`src/rtl/otp_auth_ctrl.sv`:
```
// otp_auth_ctrl: OTP authenticator controller.
// Owns an 8-bit Fibonacci LFSR, captures a 2-digit hex OTP, collects two user
// digits, compares them, enforces an entry timeout and an attempt lockout, and
// drives a multiplexed 2-digit seven-segment display.
// Optional build macro: OTP_MASK_EN blanks the OTP digits once entry has begun
// and while locked.
module otp_auth_ctrl #(
    parameter logic [7:0]  LFSR_SEED      = 8'hA5,
    parameter int unsigned TIMEOUT_CYCLES = 1000,
    parameter int unsigned MAX_ATTEMPTS   = 3,
    parameter int unsigned REFRESH_DIV    = 16
) (
    input  logic       clk,
    input  logic       reset,
    input  logic       otp_latch,
    input  logic       user_latch,
    input  logic [3:0] user_in,
    output logic [6:0] lfsr_out,
    output logic [6:0] user_out,
    output logic [1:0] an,
    output logic       match,
    output logic       fail,
    output logic       locked
);

    localparam int unsigned TIMER_W = $clog2(TIMEOUT_CYCLES + 1);
    localparam int unsigned REF_W   = $clog2(REFRESH_DIV);

    typedef enum logic [1:0] {
        ST_IDLE  = 2'd0,
        ST_ENTRY = 2'd1,
        ST_CHECK = 2'd2,
        ST_LOCK  = 2'd3
    } state_e;

    state_e             state_q, state_d;
    logic [7:0]         lfsr_q, lfsr_d;
    logic [7:0]         otp_q, otp_d;
    logic               captured_q, captured_d;
    logic [3:0]         dig1_q, dig1_d;
    logic [3:0]         dig0_q, dig0_d;
    logic [1:0]         idx_q, idx_d;
    logic [3:0]         attempts_q, attempts_d;
    logic [TIMER_W-1:0] timer_q, timer_d;
    logic [REF_W-1:0]   ref_cnt_q, ref_cnt_d;
    logic               scan_q, scan_d;
    logic               match_q, match_d;
    logic               fail_q, fail_d;
    logic               locked_q, locked_d;
    logic [1:0]         an_q, an_d;
    logic [6:0]         lfsr_out_q, lfsr_out_d;
    logic [6:0]         user_out_q, user_out_d;

    logic [3:0]         att_inc;
    logic               otp_mask;
    logic [3:0]         otp_digit;

    // Hex digit to {g..a} active-high segments.
    function automatic logic [6:0] hex_to_seg(input logic [3:0] h);
        logic [6:0] s;
        case (h)
            4'h0:    s = 7'h3F;
            4'h1:    s = 7'h06;
            4'h2:    s = 7'h5B;
            4'h3:    s = 7'h4F;
            4'h4:    s = 7'h66;
            4'h5:    s = 7'h6D;
            4'h6:    s = 7'h7D;
            4'h7:    s = 7'h07;
            4'h8:    s = 7'h7F;
            4'h9:    s = 7'h6F;
            4'hA:    s = 7'h77;
            4'hB:    s = 7'h7C;
            4'hC:    s = 7'h39;
            4'hD:    s = 7'h5E;
            4'hE:    s = 7'h79;
            default: s = 7'h71;
        endcase
        return s;
    endfunction

    // Next-state logic: LFSR, FSM, attempt counter, timer and display scan.
    always_comb begin
        state_d    = state_q;
        lfsr_d     = {lfsr_q[6:0], lfsr_q[7] ^ lfsr_q[5] ^ lfsr_q[4] ^ lfsr_q[3]};
        otp_d      = otp_q;
        captured_d = captured_q;
        dig1_d     = dig1_q;
        dig0_d     = dig0_q;
        idx_d      = idx_q;
        attempts_d = attempts_q;
        timer_d    = timer_q;
        match_d    = 1'b0;
        fail_d     = 1'b0;
        att_inc    = (attempts_q == 4'hF) ? attempts_q : attempts_q + 4'd1;

        case (state_q)
            ST_IDLE: begin
                if (otp_latch) begin
                    otp_d      = lfsr_q;
                    captured_d = 1'b1;
                    dig1_d     = 4'h0;
                    dig0_d     = 4'h0;
                    idx_d      = 2'd0;
                    timer_d    = TIMER_W'(TIMEOUT_CYCLES);
                    state_d    = ST_ENTRY;
                end
            end
            ST_ENTRY: begin
                // A new capture beats both the timeout and a pending digit.
                if (otp_latch) begin
                    otp_d   = lfsr_q;
                    dig1_d  = 4'h0;
                    dig0_d  = 4'h0;
                    idx_d   = 2'd0;
                    timer_d = TIMER_W'(TIMEOUT_CYCLES);
                end else if (timer_q <= TIMER_W'(1)) begin
                    timer_d    = '0;
                    fail_d     = 1'b1;
                    attempts_d = att_inc;
                    state_d    = ST_IDLE;
                end else begin
                    timer_d = timer_q - TIMER_W'(1);
                    if (user_latch) begin
                        if (idx_q == 2'd0) begin
                            dig1_d = user_in;
                            idx_d  = 2'd1;
                        end else begin
                            dig0_d  = user_in;
                            idx_d   = 2'd2;
                            state_d = ST_CHECK;
                        end
                    end
                end
            end
            ST_CHECK: begin
                if ({dig1_q, dig0_q} == otp_q) begin
                    match_d    = 1'b1;
                    attempts_d = 4'd0;
                    state_d    = ST_IDLE;
                end else begin
                    fail_d     = 1'b1;
                    attempts_d = att_inc;
                    if (32'(att_inc) >= MAX_ATTEMPTS) begin
                        state_d = ST_LOCK;
                    end else begin
                        state_d = ST_IDLE;
                    end
                end
            end
            default: begin
                state_d = ST_LOCK;
            end
        endcase

        locked_d = (state_d == ST_LOCK);

        if (ref_cnt_q == REF_W'(REFRESH_DIV - 1)) begin
            ref_cnt_d = '0;
            scan_d    = ~scan_q;
        end else begin
            ref_cnt_d = ref_cnt_q + REF_W'(1);
            scan_d    = scan_q;
        end
    end

    // Display drive: scan select, OTP digit (optionally masked) and entered digit.
    always_comb begin
`ifdef OTP_MASK_EN
        otp_mask = ((state_q == ST_ENTRY) && (idx_q != 2'd0)) ||
                   (state_q == ST_CHECK) || (state_q == ST_LOCK);
`else
        otp_mask = 1'b0;
`endif
        otp_digit  = scan_q ? otp_q[3:0] : otp_q[7:4];
        an_d       = scan_q ? 2'b10 : 2'b01;
        lfsr_out_d = (captured_q && !otp_mask) ? hex_to_seg(otp_digit) : 7'h00;
        if (!scan_q) begin
            user_out_d = (idx_q >= 2'd1) ? hex_to_seg(dig1_q) : 7'h00;
        end else begin
            user_out_d = (idx_q >= 2'd2) ? hex_to_seg(dig0_q) : 7'h00;
        end
    end

    // State and output registers with synchronous reset.
    always_ff @(posedge clk) begin
        if (reset) begin
            state_q    <= ST_IDLE;
            lfsr_q     <= LFSR_SEED;
            otp_q      <= 8'h00;
            captured_q <= 1'b0;
            dig1_q     <= 4'h0;
            dig0_q     <= 4'h0;
            idx_q      <= 2'd0;
            attempts_q <= 4'd0;
            timer_q    <= '0;
            ref_cnt_q  <= '0;
            scan_q     <= 1'b0;
            match_q    <= 1'b0;
            fail_q     <= 1'b0;
            locked_q   <= 1'b0;
            an_q       <= 2'b11;
            lfsr_out_q <= 7'h00;
            user_out_q <= 7'h00;
        end else begin
            state_q    <= state_d;
            lfsr_q     <= lfsr_d;
            otp_q      <= otp_d;
            captured_q <= captured_d;
            dig1_q     <= dig1_d;
            dig0_q     <= dig0_d;
            idx_q      <= idx_d;
            attempts_q <= attempts_d;
            timer_q    <= timer_d;
            ref_cnt_q  <= ref_cnt_d;
            scan_q     <= scan_d;
            match_q    <= match_d;
            fail_q     <= fail_d;
            locked_q   <= locked_d;
            an_q       <= an_d;
            lfsr_out_q <= lfsr_out_d;
            user_out_q <= user_out_d;
        end
    end

    assign lfsr_out = lfsr_out_q;
    assign user_out = user_out_q;
    assign an       = an_q;
    assign match    = match_q;
    assign fail     = fail_q;
    assign locked   = locked_q;

endmodule
```
`config.mk`:
```
export PLATFORM = sky130hd
export DESIGN_NAME = otp_auth_ctrl
export DESIGN_NICKNAME = d
export VERILOG_FILES = /design/src/rtl/otp_auth_ctrl.sv
export SDC_FILE = /design/constraint.sdc
export NUM_CORES = 1
export LEC_CHECK = 0
export ABC_AREA = 1
export CORE_MARGIN = 5
export CORE_UTILIZATION = 63
export DETAILED_ROUTE_END_ITERATION = 6
export GPL_TIMING_DRIVEN = 0
export HOLD_SLACK_MARGIN = 0.05
export PLACE_DENSITY = 0.91
export SKIP_LAST_GASP = 1
export SYNTH_ARGS = -nofsm -noshare
export SYNTH_HDL_FRONTEND = slang
export SYNTH_SLANG_ARGS = --single-unit
```
`constraint.sdc`:
```
create_clock -name clk -period 4.85 [get_ports clk]
set_input_delay 0.97 -clock clk [delete_from_list [all_inputs] [get_ports clk]]
set_output_delay 0.97 -clock clk [all_outputs]
set_load 0.01 [all_outputs]
```
==> results.ini <==
[yosys]
async_reset_ff_frac=0
synthCells=536
synth_mux_area_frac=0
synth-edff-count=0
synth_top_family_by_area=simple AND/OR/NAND/NOR gates
synth_area_mm2=0.00409
synth_compound_area_frac=0.107
syn_nets=573
synth-simple-area-share=0.297
synth-xor-area-share=0.0364
yosysSeqAreaShare=0.397
synth_fa_ha_area_frac=0.0888
synth_seq_cells=81
synthFlopType=dfxtp_1
ys_types=36
yosys_warnings=0
avgSynthCellArea_um2=7.62

[hold_path]
holdPathEnd=lfsr_q[2]
whs_path_depth=2
hold_class=flop to flop
min_from=lfsr_q[1]

[drt]
wl_per_cell_um=14.5
wl_met3_um=579
wl_met2_um=4700
drc=0
routed_wl_um=9480
highest_layer=met4
vias=3718
dr.pass1.iters=5
drt_iter0_drc=328
routedLengthMet1_um=3870
routed_via_density=5.68
detail-route-antenna-nets=0

[sta]
finalHoldViolCount=0
maxSlewHeadroom=0.507
slew_viol_final=0
worst_slew_pin_slew_ps=731
finalCritPeriodShare=0.661
fmax_ghz=0.312
setup_slack_ps=1650
fin_skew_ps=12.4
hold_ws_ps=426
rsz0062_at_grt=no
period_minus_slack_ps=3200
setup_tns_ps=0
finalSetupViolCount=0

[grt]
grt_use_total=0.236
grt_pass1_wl_um=16100
overflow=0
grt_max_degree=14
grt_pass1_vias=3610
antenna_found_initial=0

[clocking]
cts.path.max_buffers=2
cts_tree=yes
h-tree-depth=3
clock-sinks=81
cts_resized=0
insertion_delay_ps=360
cts_post_setup_buffers_inserted=0
ctsHoldBuffers=0
cts.root.buffer_cell=clkbuf_8
numCtsBuffers=9
clkTransAtPathRegs_ps=80

[placed_design]
place_congestion=0.904
port_buffers=26
hpwl_um=6670
pre_cts_slack_ps=1350
dpl.cell_count=639

[floorplanning]
core_mm2=0.00631
start_util=0.647
die_area_mm2=0.00820
ios=27
die_width_um=90.5
die_y_um=90.5
num_rows=29

[worst_setup_path]
reg2reg_from=state_q[1]
rrSetupSlack_ps=2200
cp-start-kind=input pin
arrival_ps=3450
endpoint_kind=flop
crit_required_ps=5090
path_class=input pin to flop
crit_fanout=10
r2r_cells=15

[outcome]
status=complete, no violations

[power]
leakage_uw=0.00211
powerDensity_mw_per_mm2=384
peakVddDrop_uv=211
p_total_uw=1800

[final_layout]
fin_nets=610
drive_gt1_frac=0.0848
antennaDiodeCount=0
final_cell_mix=nand2_1 (116), dfxtp_1 (81), inv_1 (63)
fillers=457
fin_cells=655
syn_to_final_growth_pct=14.7
mostFrequentLayoutCell=nand2_1

[flow_run]
max-cap-violations=0

[layer usage]
| metal | global-route usage | up-vias |
|---|---|---|
| li1 | - | 1815 |
| met1 | 0.276 | 1711 |
| met2 | 0.403 | 156 |
| met3 | 0.0508 | 36 |
| met4 | 0.120 | 0 |
| met5 | 0 | - |
[metrics by stage]
step | utilization | instance area [um^2]
CTS | 0.742 | 4690
global placement | 0.704 | 4440
global route | 0.742 | 4690
floorplan | - | 4090
finish | 0.742 | 4690
detailed placement | 0.704 | 4440
[Yosys cell counts, types with 3 or more instances]
cell type	n	area share
a211oi_1	4	0.0073
a21oi_1	32	0.039
clkbuf_1	6	0.0055
dfxtp_1	81	0.40
ha_1	29	0.089
inv_1	63	0.058
inv_2	4	0.0037
nand2_1	116	0.11
nand2_2	5	0.0077
nand2_4	5	0.014
nand3_1	51	0.062
nand3_4	3	0.013
nand3b_1	5	0.0092
nand4_1	7	0.011
nor2_1	41	0.038
nor2_4	3	0.0083
nor3_1	5	0.0061
nor4_1	3	0.0046
o211ai_1	5	0.0092
o21ai_0	27	0.033
o21ai_1	3	0.0037
or2_2	5	0.0077
xnor2_1	11	0.024
xor2_1	6	0.013
[kinds of logic (layout without fill, tap and decap cells)]
logic type	after synthesis	after routing
AND/OR/NAND/NOR	253	253
XOR/XNOR	17	17
AO/OA/AOI/OAI	79	79
buffers and inverters	77	119
adder cells (fa/ha/maj)	29	29
flip-flops	81	81
[report_power, final]
group          internal, uW  switching [uW]
clock                   355             245
combinational           158             270
sequential              728            43.6
[how the worst max path moves through the flow]
stage | from | end | slack [ps] | cells after the start
3_3_place_gp | otp_latch | flop | 1430 | 14
2_1_floorplan | otp_latch | flop | 2390 | 12
6_report | otp_latch | flop | 1650 | 14
3_5_place_dp | otp_latch | flop | 1350 | 14
5_1_grt | otp_latch | flop | 1480 | 14
4_1_cts | reset | flop | 1700 | 7
[final cells by class]
class	instances	area, um^2	area share
Tap cell	77	96.3	0.0206
Sequential cell	81	1620	0.346
Buffer	9	43.8	0.00934
Clock inverter	5	103	0.0219
Timing Repair Buffer	26	260	0.0555
Multi-Input combinational cell	378	2160	0.462
Inverter	68	258	0.0550
Clock buffer	11	141	0.0302
[worst max-delay path, cell delays in order]
cell and delay (ps):
clkdlybuf4s50_1 700, inv_4 130, nand2_4 100, nand2_4 70, nor2_8 190, nand2_2 100
nor2_4 150, nand2_1 90, nand2_1 170, inv_1 130, ha_1 300, nand3b_1 170
nand3_1 110, nand2_1 50
(Power assumes the default switching activity.)
